`src/rtl/noc_pkg.sv`:
```
// Definitions shared by the router, processor element and injection scheduler:
// flit width, flit-type encodings and the type-field helper.
package noc_pkg;

  localparam int FLIT_W = 20;

  localparam logic [1:0] FT_HEAD   = 2'b10;
  localparam logic [1:0] FT_BODY   = 2'b00;
  localparam logic [1:0] FT_TAIL   = 2'b01;
  localparam logic [1:0] FT_SINGLE = 2'b11;

  typedef enum logic {
    ST_IDLE   = 1'b0,
    ST_LOCKED = 1'b1
  } inj_state_e;

  function automatic logic [1:0] flit_type(input logic [FLIT_W-1:0] flit);
    return flit[FLIT_W-1 -: 2];
  endfunction

endpackage

```
`src/rtl/rr_arbiter.sv`:
```
// Combinational round-robin pick: first request at or above the pointer,
// wrapping modulo N. Returns a one-hot grant and its index.
module rr_arbiter #(
  parameter  int N  = 4,
  localparam int IW = (N > 1) ? $clog2(N) : 1
) (
  input  logic [N-1:0]  i_req,
  input  logic [IW-1:0] i_ptr,
  output logic [N-1:0]  o_grant,
  output logic [IW-1:0] o_idx
);

  logic [IW-1:0] w_pos;

  always_comb begin
    o_grant = '0;
    o_idx   = '0;
    w_pos   = '0;
    // Walk from the farthest offset back toward the pointer so the nearest request wins.
    for (int k = N - 1; k >= 0; k--) begin
      w_pos = IW'((int'(i_ptr) + k) % N);
      if (i_req[w_pos]) begin
        o_grant        = '0;
        o_grant[w_pos] = 1'b1;
        o_idx          = w_pos;
      end
    end
  end

endmodule

```
`src/rtl/pe_inject_scheduler.sv`:
```
// Credit-based injection scheduler: packet-granular round-robin over the PE's
// flit sources, feeding one registered flit stream into the router local port.
module pe_inject_scheduler #(
  parameter  int FLIT_W  = noc_pkg::FLIT_W,
  parameter  int NUM_SRC = 4,
  parameter  int CREDITS = 4,
  localparam int CW      = $clog2(CREDITS + 1),
  localparam int OW      = $clog2(NUM_SRC)
) (
  input  logic                      i_clk,
  input  logic                      i_rst_n,
  input  logic [NUM_SRC*FLIT_W-1:0] i_src_flit,
  input  logic [NUM_SRC-1:0]        i_src_valid,
  output logic [NUM_SRC-1:0]        o_src_ready,
  output logic [FLIT_W-1:0]         o_inject,
  output logic                      o_inject_valid,
  input  logic                      i_ci,
  output logic [CW-1:0]             o_credit_cnt,
  output logic                      o_busy,
  output logic [OW-1:0]             o_owner,
  output logic                      o_err
);
  import noc_pkg::*;

  // state     | meaning
  // ST_IDLE   | no packet locked; arbitrate among head/single flits
  // ST_LOCKED | owner's packet in flight; only owner served until its tail

  inj_state_e        r_state;
  logic [FLIT_W-1:0] r_inject;
  logic              r_inject_valid;
  logic [CW-1:0]     r_credit_cnt;
  logic [OW-1:0]     r_owner;
  logic [OW-1:0]     r_rr_ptr;
  logic              r_err;

  logic [FLIT_W-1:0]  w_flit [NUM_SRC];
  logic [1:0]         w_type [NUM_SRC];
  logic [NUM_SRC-1:0] w_elig;
  logic [NUM_SRC-1:0] w_bad_idle;
  logic [NUM_SRC-1:0] w_grant;
  logic [NUM_SRC-1:0] w_owner_oh;
  logic [NUM_SRC-1:0] w_ready;
  logic [OW-1:0]      w_win;
  logic [OW-1:0]      w_sel;
  logic [1:0]         w_sel_type;
  logic               w_has_credit;
  logic               w_xfer;
  logic               w_owner_bad;

  function automatic logic [OW-1:0] ptr_inc(input logic [OW-1:0] p);
    return (p == OW'(NUM_SRC - 1)) ? '0 : p + 1'b1;
  endfunction

  always_comb begin
    for (int i = 0; i < NUM_SRC; i++) begin
      w_flit[i]     = i_src_flit[i*FLIT_W +: FLIT_W];
      w_type[i]     = flit_type(w_flit[i]);
      w_elig[i]     = i_src_valid[i] && (w_type[i] == FT_HEAD || w_type[i] == FT_SINGLE);
      w_bad_idle[i] = i_src_valid[i] && (w_type[i] == FT_BODY || w_type[i] == FT_TAIL);
    end
  end

  rr_arbiter #(.N(NUM_SRC)) u_arb (
    .i_req   (w_elig),
    .i_ptr   (r_rr_ptr),
    .o_grant (w_grant),
    .o_idx   (w_win)
  );

  assign w_has_credit = (r_credit_cnt != '0);
  assign w_owner_oh   = NUM_SRC'(1) << r_owner;

  // Ready is gated by reset so nothing is accepted while the scheduler is held.
  always_comb begin
    w_ready = '0;
    if (i_rst_n && w_has_credit) begin
      if (r_state == ST_IDLE) w_ready = w_grant;
      else                    w_ready = w_owner_oh & i_src_valid;
    end
  end

  assign w_xfer      = |w_ready;
  assign w_sel       = (r_state == ST_IDLE) ? w_win : r_owner;
  assign w_sel_type  = w_type[w_sel];
  assign w_owner_bad = i_src_valid[r_owner] &&
                       (w_type[r_owner] == FT_HEAD || w_type[r_owner] == FT_SINGLE);

  always_ff @(posedge i_clk) begin
    if (!i_rst_n) begin
      r_state        <= ST_IDLE;
      r_inject       <= '0;
      r_inject_valid <= 1'b0;
      r_credit_cnt   <= CW'(CREDITS);
      r_owner        <= '0;
      r_rr_ptr       <= '0;
      r_err          <= 1'b0;
    end else begin
      r_inject_valid <= w_xfer;
      if (w_xfer) begin
        r_inject <= w_flit[w_sel];
        r_owner  <= w_sel;
      end

      if (w_xfer && !i_ci) begin
        r_credit_cnt <= r_credit_cnt - 1'b1;
      end else if (!w_xfer && i_ci) begin
        if (r_credit_cnt == CW'(CREDITS)) r_err <= 1'b1;
        else                              r_credit_cnt <= r_credit_cnt + 1'b1;
      end

      case (r_state)
        ST_IDLE: begin
          if (|w_bad_idle) r_err <= 1'b1;
          if (w_xfer && w_sel_type == FT_HEAD)   r_state  <= ST_LOCKED;
          if (w_xfer && w_sel_type == FT_SINGLE) r_rr_ptr <= ptr_inc(w_sel);
        end
        ST_LOCKED: begin
          // A stray head/single from the owner is flagged but still forwarded.
          if (w_owner_bad) r_err <= 1'b1;
          if (w_xfer && w_sel_type == FT_TAIL) begin
            r_state  <= ST_IDLE;
            r_rr_ptr <= ptr_inc(r_owner);
          end
        end
        default: r_state <= ST_IDLE;
      endcase
    end
  end

  assign o_src_ready    = w_ready;
  assign o_inject       = r_inject;
  assign o_inject_valid = r_inject_valid;
  assign o_credit_cnt   = r_credit_cnt;
  assign o_busy         = (r_state == ST_LOCKED);
  assign o_owner        = r_owner;
  assign o_err          = r_err;

endmodule

```
`config.mk`:
```
export PLATFORM = sky130hd
export DESIGN_NAME = pe_inject_scheduler
export DESIGN_NICKNAME = d
export VERILOG_FILES = /design/src/rtl/noc_pkg.sv /design/src/rtl/rr_arbiter.sv /design/src/rtl/pe_inject_scheduler.sv
export SDC_FILE = /design/constraint.sdc
export NUM_CORES = 1
export LEC_CHECK = 0
export BUFFER_PORTS_ARGS = -buffer_cell sky130_fd_sc_hd__buf_2
export CAP_MARGIN = 15
export CORE_MARGIN = 2
export CORE_UTILIZATION = 30
export CTS_CLUSTER_DIAMETER = 150
export DETAILED_ROUTE_END_ITERATION = 8
export PLACE_DENSITY = 0.63
export SETUP_SLACK_MARGIN = 0.2
export SLEW_MARGIN = 30
export SYNTH_ARGS = -nofsm -noshare
export SYNTH_HDL_FRONTEND = slang
export SYNTH_SLANG_ARGS = --single-unit
```
`constraint.sdc`:
```
create_clock -name i_clk -period 3.9 [get_ports i_clk]
set_clock_uncertainty 0.1 [all_clocks]
set_input_delay 0 -clock i_clk [delete_from_list [all_inputs] [get_ports i_clk]]
set_output_delay 0 -clock i_clk [all_outputs]
set_load 0.02 [all_outputs]
```
### After elaboration in Yosys (flattened, before gate mapping)

Cells that the tools add are included.

* register bits: 30
* memories kept: 0
* bits in read-only memories: 0
* word-level logic and storage cells: 148
* latch bits: 0
* bits in writable memories: 0

* shift-type cells: 1
* equal/unequal tests: 23
* reduce and logical (&&, ||, !) cells: 40
* multiply operators: 0
* multiplexer cells: 55
* bitwise operators: 4
* add/sub/neg operators: 7
* divide/modulo/power cells: 0
* $lt $le $gt $ge: 11

Operators with widths (count)
* binary-select mux 20 bit (select 2 bit): 1
* two-way mux 20 bit: 2
* == test 2 bit, second input constant: 14
* two-way mux 2 bit: 13
* two-way mux 4 bit: 6
* logical AND 1 bit: 19
* two-way mux 1 bit: 16
* less-than comparator 2 x 3 -> 1 bit, second input constant: 5
* binary-select mux 1 bit (select 2 bit): 5
* == test 2 x 1 -> 1 bit, second input constant: 5
* logical OR 1 bit: 9
* two-way mux 3 bit: 3
* binary-select mux 2 bit (select 2 bit): 2
* demux 1 bit (select 2 bit): 4
* >= comparator 2 x 1 -> 1 bit, second input constant: 4
* logical NOT 2 bit: 4
* OR reduction 4 bit: 2
* adder 2 x 1 -> 2 bit, second input constant: 3
* >= comparator 3 bit, second input constant: 2
* NOT 2 -> 3 bit: 2
* adder 2 bit, second input constant: 2
* AND 4 bit: 1
* != test 2 x 1 -> 1 bit, second input constant: 2
* one-hot mux 1 bit (2 select lines): 2
* other kinds (11): 13

### Logic depth before layout (Yosys ltp)

Gate-level depths: netlist of the first run.

* depth in word-level cells: 18
* gate-level depth with buffers: 16
* depth with buffers taken out: 14

### Modules after synthesis

Synthesis of the first run repeated with hierarchy kept, for this count alone.

* cell total of the unflattened synthesis: 365
* area total of the unflattened synthesis: 2573.7 µm²

By module, submodules not included
* pe_inject_scheduler: instances 1, sequential area each 600.6 µm², cells each 299, area an instance 2082.0 µm²
* rr_arbiter: instances 1, sequential area each 0.0 µm², cells each 66, area an instance 491.7 µm²

### Worst setup path before layout of the first run

OpenSTA, ideal clock, no wires.

* kind: register to register
* start: reg r_rr_ptr[1]
* end: reg r_credit_cnt[2], in the netlist o_credit_cnt[2]
* cell stages (with the launch flop): 17
* arrival time: 3.438 ns
* slack: 0.217 ns
* path buffers: 3
* data required time: 3.655 ns
* cell sequence: dfxtp_1 > clkbuf_1 > inv_1 > ha_1 > mux4_2 > o2111ai_1 > a31oi_1 > a21oi_1 > nand4_1 > buf_2 > buf_2 > ha_1 > inv_1 > fa_1 > xor2_1 > o31ai_1 > o311ai_0

* cells in the longest elaborated chain, start to end: 16
* elaborated cells on any way between the ends: 45
* those cells by class: add/sub: 3; order compare: 8; eq/ne: 1; mux: 23; reduce/logical: 10

Ends and longest elaborated chain
* from (decl): RTL line pe_inject_scheduler.sv:34 `logic [OW-1:0] r_rr_ptr;`
* from (signal assigned): RTL line pe_inject_scheduler.sv:116 `if (w_xfer && w_sel_type == FT_SINGLE) r_rr_ptr <= ptr_inc(w_sel);`
* from (signal assigned): RTL line pe_inject_scheduler.sv:123 `r_rr_ptr <= ptr_inc(r_owner);`
* adder 2 bit: RTL line rr_arbiter.sv:21 `w_pos = IW'((int'(i_ptr) + k) % N);`
* less-than comparator 2 x 3 -> 1 bit (not written as such) or >= comparator 2 x 1 -> 1 bit (tied branches): RTL line rr_arbiter.sv:24 `o_grant[w_pos] = 1'b1;`
* logical AND 1 bit (not written as such): RTL line rr_arbiter.sv:24
* two-way mux 1 bit (not written as such): RTL line rr_arbiter.sv:24
* demux 1 bit (select 2 bit)
* two-way mux 4 bit (3 in a row): RTL line rr_arbiter.sv:22 `if (i_req[w_pos]) begin`
* two-way mux 4 bit (*): RTL line rr_arbiter.sv:22
* two-way mux 4 bit (*): RTL line pe_inject_scheduler.sv:78 `if (r_state == ST_IDLE) w_ready = w_grant;`
* two-way mux 4 bit (*): RTL line pe_inject_scheduler.sv:77 `if (i_rst_n && w_has_credit) begin`
* OR reduction 4 bit (*): RTL line pe_inject_scheduler.sv:83 `assign w_xfer = |w_ready;`
* named net w_xfer: RTL line pe_inject_scheduler.sv:48 `logic w_xfer;`
* logical NOT 1 bit: RTL line pe_inject_scheduler.sv:107 `end else if (!w_xfer && i_ci) begin`
* logical AND 1 bit: RTL line pe_inject_scheduler.sv:107
* nonzero test 2 bit (no source line)
* AND reduction 2 bit (no source line)
* to (signal assigned): RTL line pe_inject_scheduler.sv:94 `r_credit_cnt <= CW'(CREDITS);`
* to (signal assigned): RTL line pe_inject_scheduler.sv:106 `r_credit_cnt <= r_credit_cnt - 1'b1;`
* to (signal assigned): RTL line pe_inject_scheduler.sv:109 `else r_credit_cnt <= r_credit_cnt + 1'b1;`
* to (decl): RTL line pe_inject_scheduler.sv:32 `logic [CW-1:0] r_credit_cnt;`

The timed path passes the listed nets; every way through them passes the cells marked *. The select of a mux whose other input is x is not followed.
A chain may end at the register's enable or synchronous reset.

### Final worst setup path of the first run

* start: reg r_rr_ptr[0]
* end: reg r_credit_cnt[1], in the netlist o_credit_cnt[1]

* cells in the longest elaborated chain, start to end: 16
* elaborated cells on any way between the ends: 45
* those cells by class: add/sub: 3; order compare: 8; eq/ne: 1; mux: 23; reduce/logical: 10

Ends and longest elaborated chain (RTL line)
* adder 2 bit: rr_arbiter.sv:21
* less-than comparator 2 x 3 -> 1 bit (not written as such) or >= comparator 2 x 1 -> 1 bit (tied branches): rr_arbiter.sv:24
* logical AND 1 bit (not written as such): rr_arbiter.sv:24
* two-way mux 1 bit (not written as such): rr_arbiter.sv:24
* demux 1 bit (select 2 bit)
* two-way mux 4 bit (3 in a row): rr_arbiter.sv:22
* two-way mux 4 bit (*): rr_arbiter.sv:22
* two-way mux 4 bit (*): pe_inject_scheduler.sv:78
* two-way mux 4 bit (*): pe_inject_scheduler.sv:77
* OR reduction 4 bit (*): pe_inject_scheduler.sv:83
* logical NOT 1 bit: pe_inject_scheduler.sv:107
* logical AND 1 bit: pe_inject_scheduler.sv:107
* nonzero test 2 bit (no source line)
* AND reduction 2 bit (no source line)

Every way passes the cells marked *; elsewhere a longest branch is shown, timed or not. The select of a mux whose other input is x is not followed.

==> results of run 1 <==
-- synth_stat cells --
cell type | count | area share [%]
clkbuf_1 | 4 | 0.57
and3_1 | 1 | 0.24
buf_2 | 5 | 0.96
or2_2 | 1 | 0.24
nand4_1 | 3 | 0.72
buf_4 | 4 | 1.2
o31ai_1 | 1 | 0.29
xnor2_2 | 1 | 0.62
mux4_2 | 8 | 6.9
a21oi_1 | 14 | 2.7
nand2b_1 | 1 | 0.24
a41oi_1 | 1 | 0.34
a31oi_1 | 6 | 1.4
o2111ai_1 | 3 | 1.0
nor4b_1 | 1 | 0.34
o211ai_1 | 1 | 0.29
inv_6 | 1 | 0.34
o311ai_4 | 1 | 1.0
xnor2_1 | 1 | 0.34
buf_6 | 1 | 0.43
a22oi_2 | 1 | 0.48
mux2i_1 | 79 | 30
inv_1 | 18 | 2.6
o22a_1 | 1 | 0.34
a21bo_2 | 1 | 0.38
or3_1 | 1 | 0.24
nand3b_1 | 1 | 0.29
inv_2 | 1 | 0.14
a211o_1 | 1 | 0.34
nand3_1 | 9 | 1.7
fa_1 | 1 | 0.77
buf_1 | 1 | 0.14
mux2_2 | 3 | 1.3
nor2_1 | 26 | 3.7
nand2_1 | 21 | 3.0
nor3_1 | 3 | 0.57
xor2_1 | 1 | 0.34
dfxtp_1 | 30 | 23
ha_1 | 13 | 6.2
o21ai_0 | 4 | 0.77
and2_1 | 6 | 1.4
o311ai_0 | 1 | 0.34
o22ai_1 | 6 | 1.4
-- path summary, 6_finish.rpt --
kind / slack (ns) / to
hold reg to reg: 0.39 / o_inject[13]
hold / removal: 0.05 / o_err
setup reg to reg: 0.50 / o_credit_cnt[1]
setup / recovery: 0.50 / o_credit_cnt[1]
-- through the flow --
step	worst slack [ns]	hold slack (ns)	total power, uW
floorplan	0.217	-0.00873	2420
global placement	0.587	0.160	2870
detailed placement	0.429	0.177	2930
CTS	0.411	0.0328	3270
global route	0.273	0.0551	3520
finish	0.498	0.0509	3230
-- layout by cell type, fill, tap and decap left out, types with 6 or more instances in the layout --
master    count
buf_4         7
clkbuf_8      6
nand3_1       9
buf_2       118
nor2_1       26
mux2i_1      79
o22ai_1       6
and2_1        6
inv_1        18
a31oi_1       6
mux4_2        8
dfxtp_1      30
nand2_1      21
ha_1         13
a21oi_1      14
-- state kept, by name, indices dropped and copies added (netlist names) --
signal / cells
o_busy: 1
o_credit_cnt: 3
o_err: 1
o_inject: 20
o_inject_valid: 1
o_owner: 2
r_rr_ptr: 2
-- worst max-delay path: stages, from the launching register on --
cell and delay, ns:
dfxtp_1 0.41, inv_6 0.09, ha_1 0.39, mux4_2 0.42
o2111ai_1 0.22, a31oi_1 0.08, a21oi_1 0.25, nand4_1 0.25
ha_1 0.31, inv_1 0.08, fa_1 0.40, nor3_1 0.19
a21oi_1 0.06, nor2_1 0.08
-- layer usage --
metal / global-route usage, % / vias to the layer above
li1: - / 1274
met1: 19.9 / 1172
met2: 27.4 / 102
met3: 3.17 / 6
met4: 3.74 / 0
met5: 0 / -
-- layout make-up --
type                    count  area share [%]
repair buffers            126            18.9
multi-input cells         223            54.2
clock inverters             1           0.870
clock buffers               6            2.39
flip-flops and latches     30            17.4
inverters                  20            2.32
well taps                 108            3.91
-- kinds of logic after synthesis --
kind of cell             count (synthesis)  synth area share (%)
adder cells (fa/ha/maj)                 14                  7.00
AO/OA/AOI/OAI                           42                  11.1
XOR/XNOR                                 3                  1.29
flip-flops                              30                  23.0
AND/OR/NAND/NOR                         74                  12.8
buffers and inverters                   35                  6.32
multiplexers                            90                  38.5
-- report_power, final --
group	internal, uW	switching [uW]	total (uW)	leakage, uW
clock	204	122	327	0.0000573
sequential	435	85.9	521	0.000247
combinational	1070	1310	2380	0.00156
total	1710	1520	3230	0.00186
-- repair_timing --
action | 4_1_cts | 5_1_grt
buffers inserted | 0 | 0
endpoints found under the hold margin | 5 | 0
hold buffers | 1 | 0
gates resized for setup | 0 | 1
setup endpoints to repair | 0 | 4
==> impl_metrics.csv, run 1 <==
group,metric,value,unit
drt,drt_wl_total,7.32,mm
min_path,worst_hold_launch,"i_ci",
clocking,cts_made_buffers,5,
worst_setup_path,worst-endpoint-arrival,3.52,ns
logic_synthesis,post_synth_inst_count,288,
logic_synthesis,syn_nets,389,
status,result_of_the_run,"finished clean",
sta,fmax,294,MHz
worst_setup_path,critical_path_required,4.02,ns
clocking,insertion_delay,0.28,ns
drt,vias_after_detailed_routing,2554,
floorplanning,standard_cell_core_area,8590,um2
floorplanning,floorplan.die.height,97.3,um
sta,maxSlewViolCount,0,
logic_synthesis,synthesis.area,2610,um2
cells_and_area,finalNonFillerCells,514,
drt,postRouteAntennaNets,0,
clocking,h_tree_lvls,2,
floorplanning,chipWidth,97.3,um
sta,rsz0062_at_grt,"no",
sta,slew_limit_headroom,59.7,%
floorplanning,fp.dieArea,9470,um2
global_route,grt_pass1_wl,12.4,mm
placement,hpwl,5.70,mm
global_route,antenna_found_initial,0,
clocking,clock_sink_count,30,
global_route,grt_overflow_total,0,
pwr,vdd_ir_drop_max,402,uV
drt,met3RoutedLength,497,um
drt,violation_count_after_the_first_detailed_route_iteration,95,
placement,io_buffer_count,118,
worst_setup_path,endpoint_kind,"flip-flop",
logic_synthesis,yosysWarningCount,0,
clocking,tritoncts,"done",
worst_setup_path,r2r.worst_path.cells,13,
placement,finalWeightedCongestion,0.916,
cells_and_area,final_cell_area,3450,um2
worst_setup_path,crit_path_start_kind,"flip-flop",
clocking,clock_tree.root_cell,"clkbuf_8",
global_route,number_of_global_route_vias_before_repair,2615,
clocking,cts_max_path_buffers,2,
cells_and_area,multiInputGateArea,1870,um2
drt,topRoutingLayerUsed,"met4",
global_route,grt_start_max_net_pins,27,
cells_and_area,drive_gt1_share,37.4,%
sta,worst_max_slew_pin_slew,0.604,ns
cells_and_area,layout.area.seq,601,um2
logic_synthesis,synth_sequential_area_ratio,23.0,%
cells_and_area,layout.nets,507,
logic_synthesis,syn_area_per_cell,9.07,um2
worst_setup_path,reg_to_reg_start,"r_rr_ptr[0]",
drt,wire_per_inst,14.2,um
placement,placed_insts,506,
cells_and_area,layout.filler_cells,887,
job,timing.max_cap.violations,0,
worst_setup_path,path_max_fanout,12,
sta,setup_tns,0,ns
sta,report.final.hold_viol_count,0,
min_path,hold_path.class,"in2reg",
drt,amount_of_wire_on_met2_after_detailed_routing,3.54,mm
global_route,global_route.usage.total,15.7,%
sta,setup_violations,0,
cells_and_area,area.growth.synth_to_final,32.2,%
sta,post-route-min-period,3.40,ns
pwr,leakage,0.00186,uW
sta,min_period_over_period,87.2,%
clocking,clk_pin_slew,0.07,ns
worst_setup_path,worstSetupStartpoint,"r_rr_ptr[0]",
pwr,power_per_cell_area,935,nW/um2
floorplanning,design.portCount,119,
min_path,hold_depth,4,
cells_and_area,fin_util,40.2,%
logic_synthesis,ys_ff_latch,30,
floorplanning,initial_utilization,30.4,%
cells_and_area,antennaDiodeCount,0,
drt,post-route-drc-count,0,
worst_setup_path,criticalPathCategory,"reg2reg",
drt,route.detailed.vias_per_inst,4.97,
drt,m1WireLength,3.25,mm
drt,firstDrtPassIters,4,
floorplanning,num_rows,34,
placement,place_area,3320,um2
logic_synthesis,count_of_cell_types_in_the_netlist,43,
No activity file was read; power rests on OpenSTA's default activity.
==> run 2: changes to the inputs <==
- CORE_MARGIN: 2 -> default
==> impl_metrics.csv, run 2 (synthesized netlist as in run 1, its figures left out) <==
group,metric,value,unit
placement,place_area,3320,um2
worst_setup_path,criticalPathCategory,"reg2reg",
sta,slew_limit_headroom,57.2,%
sta,setup_tns,0,ns
worst_setup_path,regToRegEndpoint,"o_credit_cnt[2]",
drt,firstDrtPassIters,6,
drt,post-route-drc-count,0,
worst_setup_path,worstPathCellList,"inv_6, ha_1, mux4_2, buf_4, a31oi_1, a21oi_2, nand4_1, ha_1, inv_1, fa_1, xor2_1, o31ai_1, o311ai_0",
worst_setup_path,worstSetupStartpoint,"r_rr_ptr[0]",
sta,report.final.hold_viol_count,0,
cells_and_area,mostFrequentLayoutCells,"118 x buf_2, 79 x mux2i_1, 30 x dfxtp_1",
placement,hpwl,5.64,mm
global_route,number_of_global_route_vias_before_repair,2275,
min_path,hold_path.class,"in2reg",
drt,vias_after_detailed_routing,2579,
drt,violation_count_after_the_first_detailed_route_iteration,145,
worst_setup_path,critical_path_required,3.94,ns
floorplanning,standard_cell_core_area,8300,um2
worst_setup_path,endpoint_kind,"flip-flop",
clocking,cts_made_buffers,5,
drt,route.detailed.vias_per_inst,5.04,
worst_setup_path,register_to_register_setup_slack,0.46,ns
global_route,grt_overflow_total,0,
floorplanning,floorplan.die.height,95.3,um
min_path,worst_hold_launch,"i_ci",
job,timing.max_cap.violations,0,
floorplanning,fp.dieArea,9080,um2
cells_and_area,final_cell_area,3460,um2
floorplanning,chipWidth,95.3,um
placement,io_buffer_count,118,
worst_setup_path,reg_to_reg_start,"r_rr_ptr[0]",
cells_and_area,layout.nets,507,
pwr,leakage,0.00187,uW
clocking,h_tree_lvls,2,
worst_setup_path,crit_cells,13,
sta,post-route-min-period,3.44,ns
worst_setup_path,path_max_fanout,12,
drt,wire_per_inst,13.9,um
sta,worst_max_slew_pin_slew,0.639,ns
worst_setup_path,r2r.worst_path.cells,13,
worst_setup_path,worst-endpoint-arrival,3.48,ns
min_path,min_delay_worst_endpoint,"o_err",
global_route,grt_pass1_wl,11.0,mm
drt,postRouteAntennaNets,0,
clocking,clock_sink_count,30,
floorplanning,design.portCount,119,
drt,drt_wl_total,7.13,mm
worst_setup_path,path_common_cell,"ha_1",
pwr,vdd_ir_drop_max,348,uV
sta,min_period_over_period,88.3,%
clocking,clock_tree.root_cell,"clkbuf_8",
pwr,power_per_cell_area,935,nW/um2
clocking,clk_pin_slew,0.07,ns
sta,setup_violations,0,
floorplanning,num_rows,33,
cells_and_area,mostFrequentLayoutCell,"buf_2",
clocking,cts_max_path_buffers,2,
worst_setup_path,worst_path_max_delay_cell,"mux4_2",
sta,fmax,290,MHz
cells_and_area,area.growth.synth_to_final,32.7,%
worst_setup_path,critPathBufInv,3,
worst_setup_path,crit_path_start_kind,"flip-flop",
global_route,global_route.usage.total,15.5,%
global_route,grt_start_max_net_pins,39,
placement,finalWeightedCongestion,0.883,
worst_setup_path,category_of_cells_accounting_for_the_largest_share_of_critical_path_delay,"adder cells",
worst_setup_path,timing.critical_path.slowest_cell_delay,0.42,ns
cells_and_area,largest_register_ffs,20,
status,result_of_the_run,"finished clean",
global_route,antenna_found_initial,0,
clocking,tritoncts,"done",
floorplanning,initial_utilization,31.5,%
sta,rsz0062_at_grt,"no",
cells_and_area,antennaDiodeCount,0,
sta,maxSlewViolCount,0,
min_path,hold_depth,4,
clocking,insertion_delay,0.28,ns
cells_and_area,drive_gt1_share,38.1,%
sta,hold-worst-slack,0.0425,ns
==> run 2: final cells by class <==
| class | count | area (um2) |
|---|---|---|
| sequential | 30 | 601 |
| timing repair buffer | 126 | 666 |
| fill | 844 | 4830 |
| clock buffer | 5 | 68.8 |
| multi-input combinational | 223 | 1880 |
| clock inverter | 3 | 40.0 |
| tap | 105 | 131 |
| inverter | 20 | 80.1 |
==> run 2: layer usage <==
| metal | part of all wire, % | track usage (%) | vias up | wire (um) |
|---|---|---|---|---|
| li1 | - | - | 1281 | - |
| met1 | 44 | 19.8 | 1191 | 3150 |
| met2 | 48 | 26.1 | 97 | 3420 |
| met3 | 6.9 | 4.15 | 10 | 491 |
| met4 | 0.88 | 3.16 | 0 | 63 |
| met5 | 0 | 0 | - | 0 |
==> run 2: how the worst max path moves through the flow <==
stage,endpoint,slack (ns)
floorplan,o_credit_cnt[2],0.22
global placement,o_credit_cnt[1],0.62
detailed placement,o_credit_cnt[1],0.44
CTS,o_credit_cnt[0],0.43
global route,o_credit_cnt[1],0.23
finish,o_credit_cnt[2],0.46
==> run 2: per-stage QoR <==
| step | std cells | worst slack, ns | total power [uW] | util [%] |
|---|---|---|---|---|
| finish | 512 | 0.456 | 3240 | 41.7 |
| global route | 512 | 0.230 | 3520 | 41.7 |
| CTS | 511 | 0.430 | 3260 | 41.5 |
| detailed placement | 502 | 0.443 | 2940 | 40.1 |
| global placement | 502 | 0.621 | 2880 | 40.1 |
| floorplan | 288 | 0.217 | 2420 | - |
==> run 2: timing repair <==
item                                   in CTS  in global routing
setup buffers                               0                  1
endpoints found under the hold margin       5                  0
gates resized for setup                     0                  3
hold buffers                                1                  0
setup endpoints to repair                   0                  4
==> run 2: worst min-delay path, stage by stage <==
cell and delay, ns:
buf_2 0.09, ha_1 0.13, a21oi_1 0.05, a21oi_1 0.11
==> run 2: report_power, final <==
part / internal [uW] / switching, uW
Combinational: 1090 / 1340
Clock: 188 / 121
Sequential: 435 / 71.8
==> run 3: changes to the inputs <==
- PLACE_DENSITY: 0.63 -> 0.65
- TNS_END_PERCENT: default -> 5
==> impl_metrics.csv, run 3 (synthesized netlist as in run 1, its figures left out) <==
group,metric,value,unit
status,result_of_the_run,"finished clean",
sta,setup_violations,0,
pwr,power.share.sequential,16.5,%
worst_setup_path,worstPathCellList,"inv_6, ha_1, mux4_2, o2111ai_1, a31oi_1, a21oi_1, nand4_1, ha_1, inv_1, fa_1, nor3_1, a21oi_1, nor2_1",
cells_and_area,finalNonFillerCells,511,
cells_and_area,fin_util,41.2,%
worst_setup_path,worstSetupStartpoint,"r_rr_ptr[0]",
cells_and_area,layout.nets,506,
sta,maxSlewViolCount,0,
cells_and_area,mostFrequentLayoutCell,"buf_2",
floorplanning,num_rows,33,
placement,finalWeightedCongestion,0.897,
pwr,share_clk_of_total_power,8.1,%
pwr,p_int,1640,uW
clocking,post_cts.repair.setup_buffers,0,
worst_setup_path,reg_to_reg_start,"r_rr_ptr[0]",
worst_setup_path,timing.critical_path.slowest_cell_delay,0.43,ns
sta,rsz0062_at_grt,"no",
drt,violation_count_after_the_first_detailed_route_iteration,128,
sta,fmax,291,MHz
min_path,hold_depth,4,
floorplanning,fp.dieArea,9080,um2
cells_and_area,largest_register_ffs,20,
sta,slew_limit_headroom,59.8,%
sta,worst_max_slew_pin_slew,0.602,ns
drt,drt_wl_total,7.13,mm
drt,wire_per_inst,13.9,um
clocking,h_tree_lvls,2,
sta,postLayoutSetupSlackWorst,0.464,ns
clocking,clk_pin_slew,0.07,ns
global_route,antenna_found_initial,0,
worst_setup_path,r2r.worst_path.cells,13,
global_route,grt_overflow_total,0,
worst_setup_path,worst_path_max_delay_cell,"mux4_2",
worst_setup_path,crit_path_start_kind,"flip-flop",
global_route,number_of_global_route_vias_before_repair,2277,
floorplanning,chipWidth,95.3,um
worst_setup_path,worst-endpoint-arrival,3.55,ns
worst_setup_path,category_of_cells_accounting_for_the_largest_share_of_critical_path_delay,"adder cells",
cells_and_area,mostFrequentLayoutCells,"118 x buf_2, 79 x mux2i_1, 30 x dfxtp_1",
placement,hpwl,5.53,mm
cells_and_area,area.growth.synth_to_final,31.0,%
worst_setup_path,path_max_fanout,12,
sta,report.final.hold_viol_count,0,
floorplanning,initial_utilization,31.5,%
job,timing.max_cap.violations,0,
drt,postRouteAntennaNets,0,
drt,vias_after_detailed_routing,2562,
clocking,cts_made_buffers,5,
global_route,global_route.usage.total,15.3,%
clocking,clock_tree.root_cell,"clkbuf_8",
pwr,p_switching,1520,uW
clocking,insertion_delay,0.27,ns
drt,post-route-drc-count,0,
global_route,grt_start_max_net_pins,30,
sta,setup_tns,0,ns
cells_and_area,antennaDiodeCount,0,
pwr,leakage,0.00185,uW
clocking,cts_max_path_buffers,2,
drt,route.detailed.vias_per_inst,5.01,
min_path,hold_path.class,"in2reg",
min_path,min_delay_worst_endpoint,"o_err",
drt,firstDrtPassIters,4,
pwr,pwr-share-comb,75.4,%
worst_setup_path,endpoint_kind,"flip-flop",
cells_and_area,drive_gt1_share,37.2,%
placement,placed_insts,502,
worst_setup_path,regToRegEndpoint,"o_credit_cnt[1]",
clocking,clock_sink_count,30,
worst_setup_path,register_to_register_setup_slack,0.46,ns
floorplanning,design.portCount,119,
sta,min_period_over_period,88.1,%
floorplanning,floorplan.die.height,95.3,um
worst_setup_path,criticalPathCategory,"reg2reg",
worst_setup_path,critical_path_required,4.01,ns
worst_setup_path,critPathBufInv,2,
floorplanning,standard_cell_core_area,8300,um2
sta,hold-worst-slack,0.0538,ns
pwr,vdd_ir_drop_max,433,uV
min_path,worst_hold_launch,"i_ci",
sta,post-route-min-period,3.44,ns
placement,dp_worst_setup_slack,0.454,ns
placement,io_buffer_count,118,
clocking,tritoncts,"done",
pwr,switching_share,48.1,%
pwr,power_per_cell_area,922,nW/um2
global_route,grt_pass1_wl,10.7,mm
run 3: changes by cell type in the layout (fill, tap and decap cells not counted):
cell       previous run  this run
a21oi_1              12        14
a21oi_2               2         0
buf_12                1         0
bufinv_16             1         0
clkbuf_1              0         1
clkbuf_8              5         6
clkinv_2              2         1
run 3: worst min-delay path, delay by kind of cell:
kind | cells | cell delay, ns
AOI/OAI and AO/OA | 2 | 0.16
adders and majority gates | 1 | 0.14
buffers and inverters | 1 | 0.09
run 3: worst max path at each step:
stage                      endpoint  slack [ns]  cells after the start
floorplan           o_credit_cnt[2]        0.22                     16
global placement    o_credit_cnt[1]        0.66                     12
detailed placement  o_credit_cnt[1]        0.45                     12
CTS                 o_credit_cnt[1]        0.44                     12
global route        o_credit_cnt[1]        0.25                     13
finish              o_credit_cnt[1]        0.46                     13
run 3: metal layers:
layer  vias up  global-route usage [%]  wire length [um]  share of wire, %
li1       1280                       -                 -                 -
met4         0                    4.92                59              0.83
met1      1180                    20.4              3210                45
met3         6                    3.19               435               6.1
met5         -                       0                 0                 0
met2        96                    24.5              3430                48
run 3: final cells by class:
class	count	area [um2]
clock inverter	1	5.00
timing repair buffer	125	646
inverter	20	80.1
clock buffer	7	86.3
tap	105	131
multi-input combinational	223	1870
sequential	30	601
fill	819	4880
run 3: power groups by stage:
stage	Combinational, uW	Sequential [uW]	Clock [uW]
floorplan	1770	645	0
global placement	2320	524	0
detailed placement	2380	524	0
CTS	2390	519	270
global route	2580	537	284
finish	2380	521	255
run 3: timing repair:
action                                  CTS  global route
endpoints found under the setup margin    0             3
hold buffers                              1             0
resized for setup                         0             1
endpoints found under the hold margin     5             0
run 3: per-stage QoR:
stage	power (uW)	cell area (um2)
floorplan	2420	2610
global placement	2850	3310
detailed placement	2910	3310
CTS	3170	3410
global route	3400	3420
finish	3150	3420
